**config.mk**
```make
export PLATFORM = sky130hd
export DESIGN_NAME = sequenciador_de_programa_flat
export DESIGN_NICKNAME = d
export VERILOG_FILES = /design/src/rtl/sequenciador_de_programa_pkg.sv /design/src/rtl/sequenciador_de_programa_if.sv /design/src/rtl/sequenciador_de_programa_contador_de_passos.sv /design/src/rtl/sequenciador_de_programa.sv /design/src/flat_wrapper.sv
export SDC_FILE = /design/constraint.sdc
export NUM_CORES = 1
export LEC_CHECK = 0
export CAP_MARGIN = 20
export CORE_ASPECT_RATIO = 0.7
export CORE_MARGIN = 8
export CORE_UTILIZATION = 45
export DETAILED_ROUTE_END_ITERATION = 7
export PLACE_DENSITY = 0.88
export SLEW_MARGIN = 10
export SYNTH_ARGS = -nofsm -noshare
export SYNTH_HDL_FRONTEND = slang
export SYNTH_SLANG_ARGS = --single-unit
```
**constraint.sdc**
```tcl
create_clock -name clock -period 1.8 [get_ports clock]
set_clock_uncertainty 0.2 [all_clocks]
set_input_delay 0.54 -clock clock [delete_from_list [all_inputs] [get_ports clock]]
set_output_delay 0.54 -clock clock [all_outputs]
set_load 0.01 [all_outputs]
```
**src/rtl/sequenciador_de_programa_pkg.sv**
```systemverilog
// ---------------------------------------------------------------------------
// sequenciador_de_programa_pkg
// Shared definitions for the program sequencer: opcode constants, the FSM
// state encoding and the instruction field positions.
// Optional feature macro used by the slice: SEQ_BREAKPOINT_EN.
// ---------------------------------------------------------------------------
package sequenciador_de_programa_pkg;

    // Opcodes carried in instruction bits [8:6]; 3'b011 runs as a plain
    // 4-step instruction.
    localparam logic [2:0] OP_ADD = 3'b000;
    localparam logic [2:0] OP_SUB = 3'b001;
    localparam logic [2:0] OP_NAN = 3'b010;
    localparam logic [2:0] OP_OUT = 3'b100;
    localparam logic [2:0] OP_LDI = 3'b101;
    localparam logic [2:0] OP_HLT = 3'b110;
    localparam logic [2:0] OP_REP = 3'b111;

    // Instruction field positions.
    localparam int unsigned OPC_MSB = 8;
    localparam int unsigned OPC_LSB = 6;
    localparam int unsigned RX_MSB  = 5;
    localparam int unsigned RX_LSB  = 3;
    localparam int unsigned RY_MSB  = 2;
    localparam int unsigned RY_LSB  = 0;

    // FSM state encoding.
    localparam logic [2:0] ST_IDLE      = 3'd0;
    localparam logic [2:0] ST_FETCH     = 3'd1;
    localparam logic [2:0] ST_WAIT_IR   = 3'd2;
    localparam logic [2:0] ST_FETCH_IMM = 3'd3;
    localparam logic [2:0] ST_WAIT_IMM  = 3'd4;
    localparam logic [2:0] ST_EXEC      = 3'd5;
    localparam logic [2:0] ST_HALT      = 3'd6;

    typedef logic [8:0] instr_t;

    function automatic logic [2:0] opcode_of(input instr_t w);
        return w[OPC_MSB:OPC_LSB];
    endfunction

    function automatic logic [2:0] rx_of(input instr_t w);
        return w[RX_MSB:RX_LSB];
    endfunction

    function automatic logic [2:0] ry_of(input instr_t w);
        return w[RY_MSB:RY_LSB];
    endfunction

endpackage

```
**src/rtl/sequenciador_de_programa_if.sv**
```systemverilog
// ---------------------------------------------------------------------------
// sequenciador_de_programa_if
// Bundles the sequencer's control and ROM signals.
//   master : sequencer side (drives mem_addr/mem_rd/iin/imm/counter/
//            exec_valid/done/busy/halted, receives run/stop/mem_data)
//   slave  : environment side (ROM + control logic), opposite directions
// With SEQ_BREAKPOINT_EN defined, bp_addr/bp_enable (in) and bp_hit (out)
// are added to the bundle.
// ---------------------------------------------------------------------------
interface sequenciador_de_programa_if #(
    parameter int unsigned PC_WIDTH = 5
);
    logic                run;
    logic                stop;
    logic [8:0]          mem_data;
    logic [PC_WIDTH-1:0] mem_addr;
    logic                mem_rd;
    logic [8:0]          iin;
    logic [8:0]          imm;
    logic [1:0]          counter;
    logic                exec_valid;
    logic                done;
    logic                busy;
    logic                halted;
`ifdef SEQ_BREAKPOINT_EN
    logic [PC_WIDTH-1:0] bp_addr;
    logic                bp_enable;
    logic                bp_hit;

    modport master (
        input  run, stop, mem_data, bp_addr, bp_enable,
        output mem_addr, mem_rd, iin, imm, counter, exec_valid, done, busy,
               halted, bp_hit
    );
    modport slave (
        output run, stop, mem_data, bp_addr, bp_enable,
        input  mem_addr, mem_rd, iin, imm, counter, exec_valid, done, busy,
               halted, bp_hit
    );
`else
    modport master (
        input  run, stop, mem_data,
        output mem_addr, mem_rd, iin, imm, counter, exec_valid, done, busy,
               halted
    );
    modport slave (
        output run, stop, mem_data,
        input  mem_addr, mem_rd, iin, imm, counter, exec_valid, done, busy,
               halted
    );
`endif
endinterface

```
**src/rtl/sequenciador_de_programa_contador_de_passos.sv**
```systemverilog
// ---------------------------------------------------------------------------
// contador_de_passos
// 2-bit execution step counter.
//   clock  : rising-edge clock
//   resetn : synchronous active-low reset (count -> 0)
//   clear  : synchronous clear, wins over enable
//   enable : advance count by one (wraps 3 -> 0)
//   count  : current step
// ---------------------------------------------------------------------------
module contador_de_passos (
    input  logic       clock,
    input  logic       resetn,
    input  logic       clear,
    input  logic       enable,
    output logic [1:0] count
);
    logic [1:0] count_q;

    always_ff @(posedge clock) begin
        if (!resetn || clear) begin
            count_q <= '0;
        end else if (enable) begin
            count_q <= count_q + 2'd1;
        end
    end

    assign count = count_q;
endmodule

```
**src/rtl/sequenciador_de_programa.sv**
```systemverilog
// ---------------------------------------------------------------------------
// sequenciador_de_programa
// Program sequencer: fetches 9-bit instructions (plus an immediate word for
// LDI) from a ROM with one cycle of read latency and presents each one to
// the control logic for four execution steps.
//   clock  : rising-edge clock
//   resetn : synchronous active-low reset
//   bus    : sequenciador_de_programa_if.master (run/stop/mem_data in;
//            mem_addr/mem_rd/iin/imm/counter/exec_valid/done/busy/halted out)
// Optional: SEQ_BREAKPOINT_EN adds a single address breakpoint
//   (bp_addr/bp_enable in, bp_hit out).
// ---------------------------------------------------------------------------
module sequenciador_de_programa
    import sequenciador_de_programa_pkg::*;
#(
    parameter int unsigned PC_WIDTH = 5
) (
    input  logic clock,
    input  logic resetn,
    sequenciador_de_programa_if.master bus
);
    localparam logic [PC_WIDTH-1:0] PC_ONE = PC_WIDTH'(1);

    logic [2:0]          state_q, state_d;
    logic [PC_WIDTH-1:0] pc_q, pc_d;
    instr_t              ir_q, ir_d;
    instr_t              imm_q, imm_d;
    logic                stop_q, stop_d;
    logic                busy_int;
    logic [1:0]          step;
`ifdef SEQ_BREAKPOINT_EN
    logic                skip_q, skip_d;
    logic                bp_hit_q, bp_hit_d;
`endif

    assign busy_int = (state_q != ST_IDLE) && (state_q != ST_HALT);

    contador_de_passos u_contador (
        .clock  (clock),
        .resetn (resetn),
        .clear  (state_q != ST_EXEC),
        .enable (state_q == ST_EXEC),
        .count  (step)
    );

    always_comb begin
        state_d = state_q;
        pc_d    = pc_q;
        ir_d    = ir_q;
        imm_d   = imm_q;
        stop_d  = stop_q;
`ifdef SEQ_BREAKPOINT_EN
        skip_d   = skip_q;
        bp_hit_d = 1'b0;
`endif
        case (state_q)
            ST_IDLE: begin
                if (bus.run && !bus.stop) state_d = ST_FETCH;
            end
            ST_FETCH:     state_d = ST_WAIT_IR;
            ST_WAIT_IR: begin
                ir_d = bus.mem_data;
                pc_d = pc_q + PC_ONE;
                case (opcode_of(bus.mem_data))
                    OP_HLT:  state_d = ST_HALT;
                    OP_LDI:  state_d = ST_FETCH_IMM;
                    default: state_d = ST_EXEC;
                endcase
            end
            ST_FETCH_IMM: state_d = ST_WAIT_IMM;
            ST_WAIT_IMM: begin
                imm_d   = bus.mem_data;
                pc_d    = pc_q + PC_ONE;
                state_d = ST_EXEC;
            end
            ST_EXEC: begin
                if (step == 2'd3) state_d = (stop_q || bus.stop) ? ST_IDLE : ST_FETCH;
            end
            ST_HALT: begin
                if (bus.run) begin
                    pc_d    = '0;
                    state_d = ST_FETCH;
                end
            end
            default: state_d = ST_IDLE;
        endcase

`ifdef SEQ_BREAKPOINT_EN
        // Redirect a pending FETCH of the breakpoint address to IDLE; the skip
        // flag lets the following run fetch it once without re-breaking.
        if (state_q == ST_FETCH) skip_d = 1'b0;
        if (state_d == ST_FETCH && bus.bp_enable && pc_d == bus.bp_addr && !skip_q) begin
            state_d  = ST_IDLE;
            bp_hit_d = 1'b1;
            skip_d   = 1'b1;
        end
`endif

        // Sticky stop: set by stop while busy, dropped on reaching IDLE, and
        // also on reaching HALT so a stale request cannot outlive the halt.
        if (busy_int && bus.stop) stop_d = 1'b1;
        if (state_d == ST_IDLE || state_d == ST_HALT) stop_d = 1'b0;
    end

    always_ff @(posedge clock) begin
        if (!resetn) begin
            state_q <= ST_IDLE;
            pc_q    <= '0;
            ir_q    <= '0;
            imm_q   <= '0;
            stop_q  <= 1'b0;
`ifdef SEQ_BREAKPOINT_EN
            skip_q   <= 1'b0;
            bp_hit_q <= 1'b0;
`endif
        end else begin
            state_q <= state_d;
            pc_q    <= pc_d;
            ir_q    <= ir_d;
            imm_q   <= imm_d;
            stop_q  <= stop_d;
`ifdef SEQ_BREAKPOINT_EN
            skip_q   <= skip_d;
            bp_hit_q <= bp_hit_d;
`endif
        end
    end

    // Status strobes are gated with resetn so they read 0 during reset even
    // before the first reset edge has cleared the state register.
    assign bus.mem_addr   = pc_q;
    assign bus.mem_rd     = resetn && (state_q == ST_FETCH || state_q == ST_FETCH_IMM);
    assign bus.iin        = ir_q;
    assign bus.imm        = imm_q;
    assign bus.exec_valid = resetn && (state_q == ST_EXEC);
    assign bus.counter    = bus.exec_valid ? step : 2'b00;
    assign bus.done       = bus.exec_valid && (step == 2'd3);
    assign bus.busy       = resetn && busy_int;
    assign bus.halted     = resetn && (state_q == ST_HALT);
`ifdef SEQ_BREAKPOINT_EN
    assign bus.bp_hit     = resetn && bp_hit_q;
`endif
endmodule
```
**src/flat_wrapper.sv**
```systemverilog
// flat-port wrapper written by rule: the top's interface ports become plain ports
module sequenciador_de_programa_flat import sequenciador_de_programa_pkg::*;
#(
    parameter int unsigned PC_WIDTH = 5
)
  (clock, resetn, bus_run, bus_stop, bus_mem_data, bus_mem_addr, bus_mem_rd, bus_iin, bus_imm, bus_counter, bus_exec_valid, bus_done, bus_busy, bus_halted);
  sequenciador_de_programa_if #(.PC_WIDTH(PC_WIDTH)) bus_i ();
  input  logic clock;
  input  logic resetn;
  input wire logic [$bits(bus_i.run)-1:0] bus_run;
  input wire logic [$bits(bus_i.stop)-1:0] bus_stop;
  input wire logic [$bits(bus_i.mem_data)-1:0] bus_mem_data;
  output wire logic [$bits(bus_i.mem_addr)-1:0] bus_mem_addr;
  output wire logic [$bits(bus_i.mem_rd)-1:0] bus_mem_rd;
  output wire logic [$bits(bus_i.iin)-1:0] bus_iin;
  output wire logic [$bits(bus_i.imm)-1:0] bus_imm;
  output wire logic [$bits(bus_i.counter)-1:0] bus_counter;
  output wire logic [$bits(bus_i.exec_valid)-1:0] bus_exec_valid;
  output wire logic [$bits(bus_i.done)-1:0] bus_done;
  output wire logic [$bits(bus_i.busy)-1:0] bus_busy;
  output wire logic [$bits(bus_i.halted)-1:0] bus_halted;
  assign bus_i.run = bus_run;
  assign bus_i.stop = bus_stop;
  assign bus_i.mem_data = bus_mem_data;
  assign bus_mem_addr = bus_i.mem_addr;
  assign bus_mem_rd = bus_i.mem_rd;
  assign bus_iin = bus_i.iin;
  assign bus_imm = bus_i.imm;
  assign bus_counter = bus_i.counter;
  assign bus_exec_valid = bus_i.exec_valid;
  assign bus_done = bus_i.done;
  assign bus_busy = bus_i.busy;
  assign bus_halted = bus_i.halted;
  sequenciador_de_programa #(.PC_WIDTH(PC_WIDTH)) u_core (.clock(clock), .resetn(resetn), .bus(bus_i));
endmodule
```
# == After elaboration in Yosys (flattened, before gate mapping) ==
# Index checks and enable logic that the tools add are counted.
# op_classes
n_reduce_logical,21
div,0
n_shift,0
n_mux,9
add_sub_neg,2
mul,0
n_bitwise,1
n_eq_ne,13
order_cmp,0
# op_table
operator,n
case mux 3 bit (7 select lines),1
== test 3 bit (second input constant),6
case mux 5 bit (2 select lines),1
2-to-1 mux 3 bit,3
logical AND 1 bit,8
== test 3 x 2 -> 1 bit (second input constant),2
zero test 3 bit,2
!= test 3 bit (second input constant),2
case mux 3 bit (2 select lines),1
adder 5 x 1 -> 5 bit (second input constant),1
2-to-1 mux 5 bit,1
logical OR 1 bit,4
OR reduction 2 bit,2
== test 3 x 1 -> 1 bit (second input constant),1
nonzero test 3 bit,1
adder 2 x 1 -> 2 bit (second input constant),1
== test 2 bit (second input constant),1
zero test 1 bit,2
2-to-1 mux 2 bit,1
!= test 2 bit (second input constant),1
AND reduction 2 bit,1
nonzero test 2 bit,1
2-to-1 mux 1 bit,1
inverter 1 bit,1
# word_totals
mem_count,0
mem_bits_ro,0
mem_bits_rw,0
out_inout_bits,30
latchBits,0
in_bits,13
reg_bits,29

# == Depth between registers and ports, before layout ==
# logic_depth
depth_word,7
depth_mapped,7
depth_no_buf,6

# == Modules after synthesis ==
# Synthesis repeated with hierarchy kept, for this count alone.
# unflattened
cells_unflattened,148
area_unflattened_um2,1373.8
# modules_own_cells
mod,n_inst,seq_area_each_um2,cells_per_inst,area_each_um2
sequenciador_de_programa,1,540.5,140,1288.7
contador_de_passos,1,40.0,8,85.1

# == Least setup slack after synthesis ==
# No wires, ideal clock.
# synth_path
kind,input to output
from,input resetn
to,output bus_counter[0]
path_slack_ns,-0.175
arrival_ns,1.235
path_stages,4
required_time_ns,1.060
path_cell_list,buf_2 -> nand2_1 -> nor2_1 -> and2_1
# synth_via
elab_chain_cells,2
# synth_rtl
element,line_no,rtl
"start, declared",flat_wrapper.sv:9,input logic resetn;
logical AND 1 bit,sequenciador_de_programa.sv:135,assign bus.exec_valid = resetn && (state_q == ST_EXEC);
net bus_exec_valid,flat_wrapper.sv:18,output wire logic [$bits(bus_i.exec_valid)-1:0] bus_exec_valid;
2-to-1 mux 2 bit,sequenciador_de_programa.sv:136,assign bus.counter = bus.exec_valid ? step : 2'b00;
"end, declared",flat_wrapper.sv:17,output wire logic [$bits(bus_i.counter)-1:0] bus_counter;
# The timed path passes the listed nets, and every way through them passes these cells.

# == Worst setup path in the final report ==
# layout_path
from,register u_core.state_q[1]
to,output bus_counter[1]
# layout_via
elab_chain_cells,3
# layout_rtl
element,line_no,rtl
"start, declared",sequenciador_de_programa.sv:24,"logic [2:0] state_q, state_d;"
"start signal, assigned",sequenciador_de_programa.sv:117,state_q <= state_d;
== test 3 bit,sequenciador_de_programa.sv:135,
logical AND 1 bit,sequenciador_de_programa.sv:135,
2-to-1 mux 2 bit,sequenciador_de_programa.sv:136,
# Every way passes these cells.

==> metrics <==
reg-to-reg startpoint u_core.state_q[2]; I/O Buffers 42; CP arrival 1.19 ns; drt first pass iters 4; xor/xnor share of the synthesized area 0.03896; Initial Utilization 0.4778; Synth Flop Type dfxtp_1; largest family of logic cells by synthesized area simple AND/OR/NAND/NOR gates; Compound-Gate Fraction of Synth Area 0.08534; via count of the first global-routing pass 1233; Final Hold Viols 0; Yosys reg bits 29; n_diodes 0; most used standard cell by instance count after synthesis dfxtp_1; RSZ-0062 raised after global routing yes; root buffer selected by CTS clkbuf_8; Hold Path Cell Cnt 2; Sum Neg Setup Slack -0.5304 ns; IO Pins 43; failing checks negative setup slack; endpoint with the worst hold slack u_core.bus.iin[4]; grt ovf 0; Detailed Route Iter0 Violations 12; final worst slack -0.1302 ns; Synth top cells by count dfxtp_1 (29), mux2i_1 (20), nor2b_1 (20); worst slack at placement -0.9857 ns; Die Ht 61.81 um; synthesized net count 148; gr usage total 0.1458; Critical Path RT 1.06 ns; async set-or-reset flop fraction in the synthesized netlist 0; DP HPWL 2627 um; Synth Area in Simple Gates 0.2375; crit path kind flop to primary output; Post-layout nets 210; CTS Buf Count 5; Adder-Cell Fraction of Synth Area 0.01855; largest net degree at the start of global routing 22; die area 5033 um2; YS warnings 0; FF-to-FF path depth 6; Synth area leaders dfxtp_1 (43%), mux2i_1 (15%), nor2b_1 (9.3%), xor2_1 (3.9%), and2_1 (2.8%); overall power 1.548 mW; Slew @ Worst Pin 0.2691 ns; reg2reg end u_core.bus.mem_addr[3]; Die Wd 81.44 um; CTS tree done; postcts setup bufs 0; Distinct cells, synth 31; DR WL/cell 14.91 um; post-synthesis sequential area ratio 0.4304; layout cell share with drive strength beyond 1 0.2908; initial antenna violation count 0; crit share post-route 1.072; WL final 3459 um; synthesized instance count 133; Setup violations, final 6; first-pass GRT wire length 5595 um; Vias 1147; crit start category flop; status finished with violations; Clk Latency, worst-skew pair 0.28 ns; Tmin final 1.930 ns; CORE AREA 2823 um2; Hold Crit Class flop to flop; hold path start u_core.bus.iin[4]; Placer Congestion 0.8277; clk slew on worst S/H paths 0.06 ns; FP Rows 16; fmax 0.5181 GHz; synthesized area 1349 um2; clk sinks 29; Max-slew headroom 0.8200; Worst Setup SP u_core.state_q[1]; hold slack 0.3136 ns; H-tree Lvls 2; CP endpoint kind primary output; r2r setup slk 0.06 ns; PwrDens 741.5 nW/um2; max cap viols 0; post-synthesis mux area share 0.1484; filler instances 206; Yosys top cell area share 0.4304; EDFF count, synth 0; Layout area overhead 54.73%; register area 591.8 um2; Antenna Nets Post-Route 0; via/cell ratio 4.944; Avg Cell Area, Syn 10.14 um2; Yosys top cell by area dfxtp_1; crit-path max FO 5; Peak supply drop 0.0005174 V; P_leak 0.9376 nW; multi-input combinational cell area 779.5 um2; worst-case clock buffer depth 2; DRC errors left 0; Final Max Tran Viols 0
logic make-up after synthesis:
logic type | Yosys count
compound gates | 16
flops | 29
xor+xnor | 6
simple gates | 52
fa+ha+maj | 2
mux | 20
buf+inv | 8
stage by stage:
stage	instance area, um2	instances	util
after floorplan	1378	133	-
final	2087	232	0.7394
after detailed placement	1952	224	0.6915
after CTS	2043	232	0.7238
after global placement	1952	224	0.6915
after global routing	2087	232	0.7394
registers in the layout (all words and copies together) (netlist names):
register,count
u_core.bus.mem_addr,5
u_core.u_contador.count,2
u_core.state_q,3
u_core.stop_q,1
u_core.bus.imm,9
u_core.bus.iin,9
cells in the final DEF, fill, tap and decap left out, types with 3 or more instances in the layout:
cell type / instances
mux2i_1: 20
buf_4: 19
dfxtp_1: 26
o21ai_1: 3
and2_1: 3
dlygate4sd2_1: 24
dlymetal6s2s_1: 3
and2_4: 3
nor2_1: 5
xor2_1: 5
and2b_4: 3
a21oi_1: 4
nor2b_1: 20
buf_6: 7
clkbuf_8: 7
clkdlybuf4s50_1: 7
dfxtp_4: 3
repair_timing:
item,CTS,global route
setup endpoints to repair,35,10
hold buffers,0,0
gates resized for setup,71,10
pin swaps,9,6
worst max path at each step:
| stage | to | slack [ns] | cells past startpoint |
|---|---|---|---|
| final | bus_counter[1] | -0.13 | 4 |
| after global routing | bus_done | -0.18 | 4 |
| after CTS | bus_counter[1] | -0.17 | 4 |
| after detailed placement | bus_counter[1] | -0.99 | 5 |
| after global placement | bus_done | -0.94 | 5 |
| after floorplan | bus_counter[0] | 0.03 | 4 |
where the power goes:
group          leakage (nW)  switching [mW]  internal [mW]
registers             0.237          0.0196          0.667
clock network        0.0542           0.235          0.345
logic                 0.647           0.126          0.156
critical path, stage by stage (launching register included):
cell and delay [ns]:
dfxtp_4 0.37, nand2b_4 0.16, nor2_4 0.13, and2_4 0.16
buf_6 0.09
cell type report:
cell class | count | share of cell area
Clock buffer | 7 | 0.04616
Clock inverter | 1 | 0.002398
Timing Repair Buffer | 63 | 0.2728
Sequential cell | 29 | 0.2836
Tap cell | 36 | 0.02158
Multi-Input combinational cell | 96 | 0.3735
per-layer routing:
layer,share of wire,track usage,wire length [um]
met2,0.50,0.2599,1746
met5,0,0,0
met1,0.40,0.1471,1380
met3,0.088,0.07040,303
met4,0.0084,0.05316,29
No activity file was read; power rests on OpenSTA's default activity.
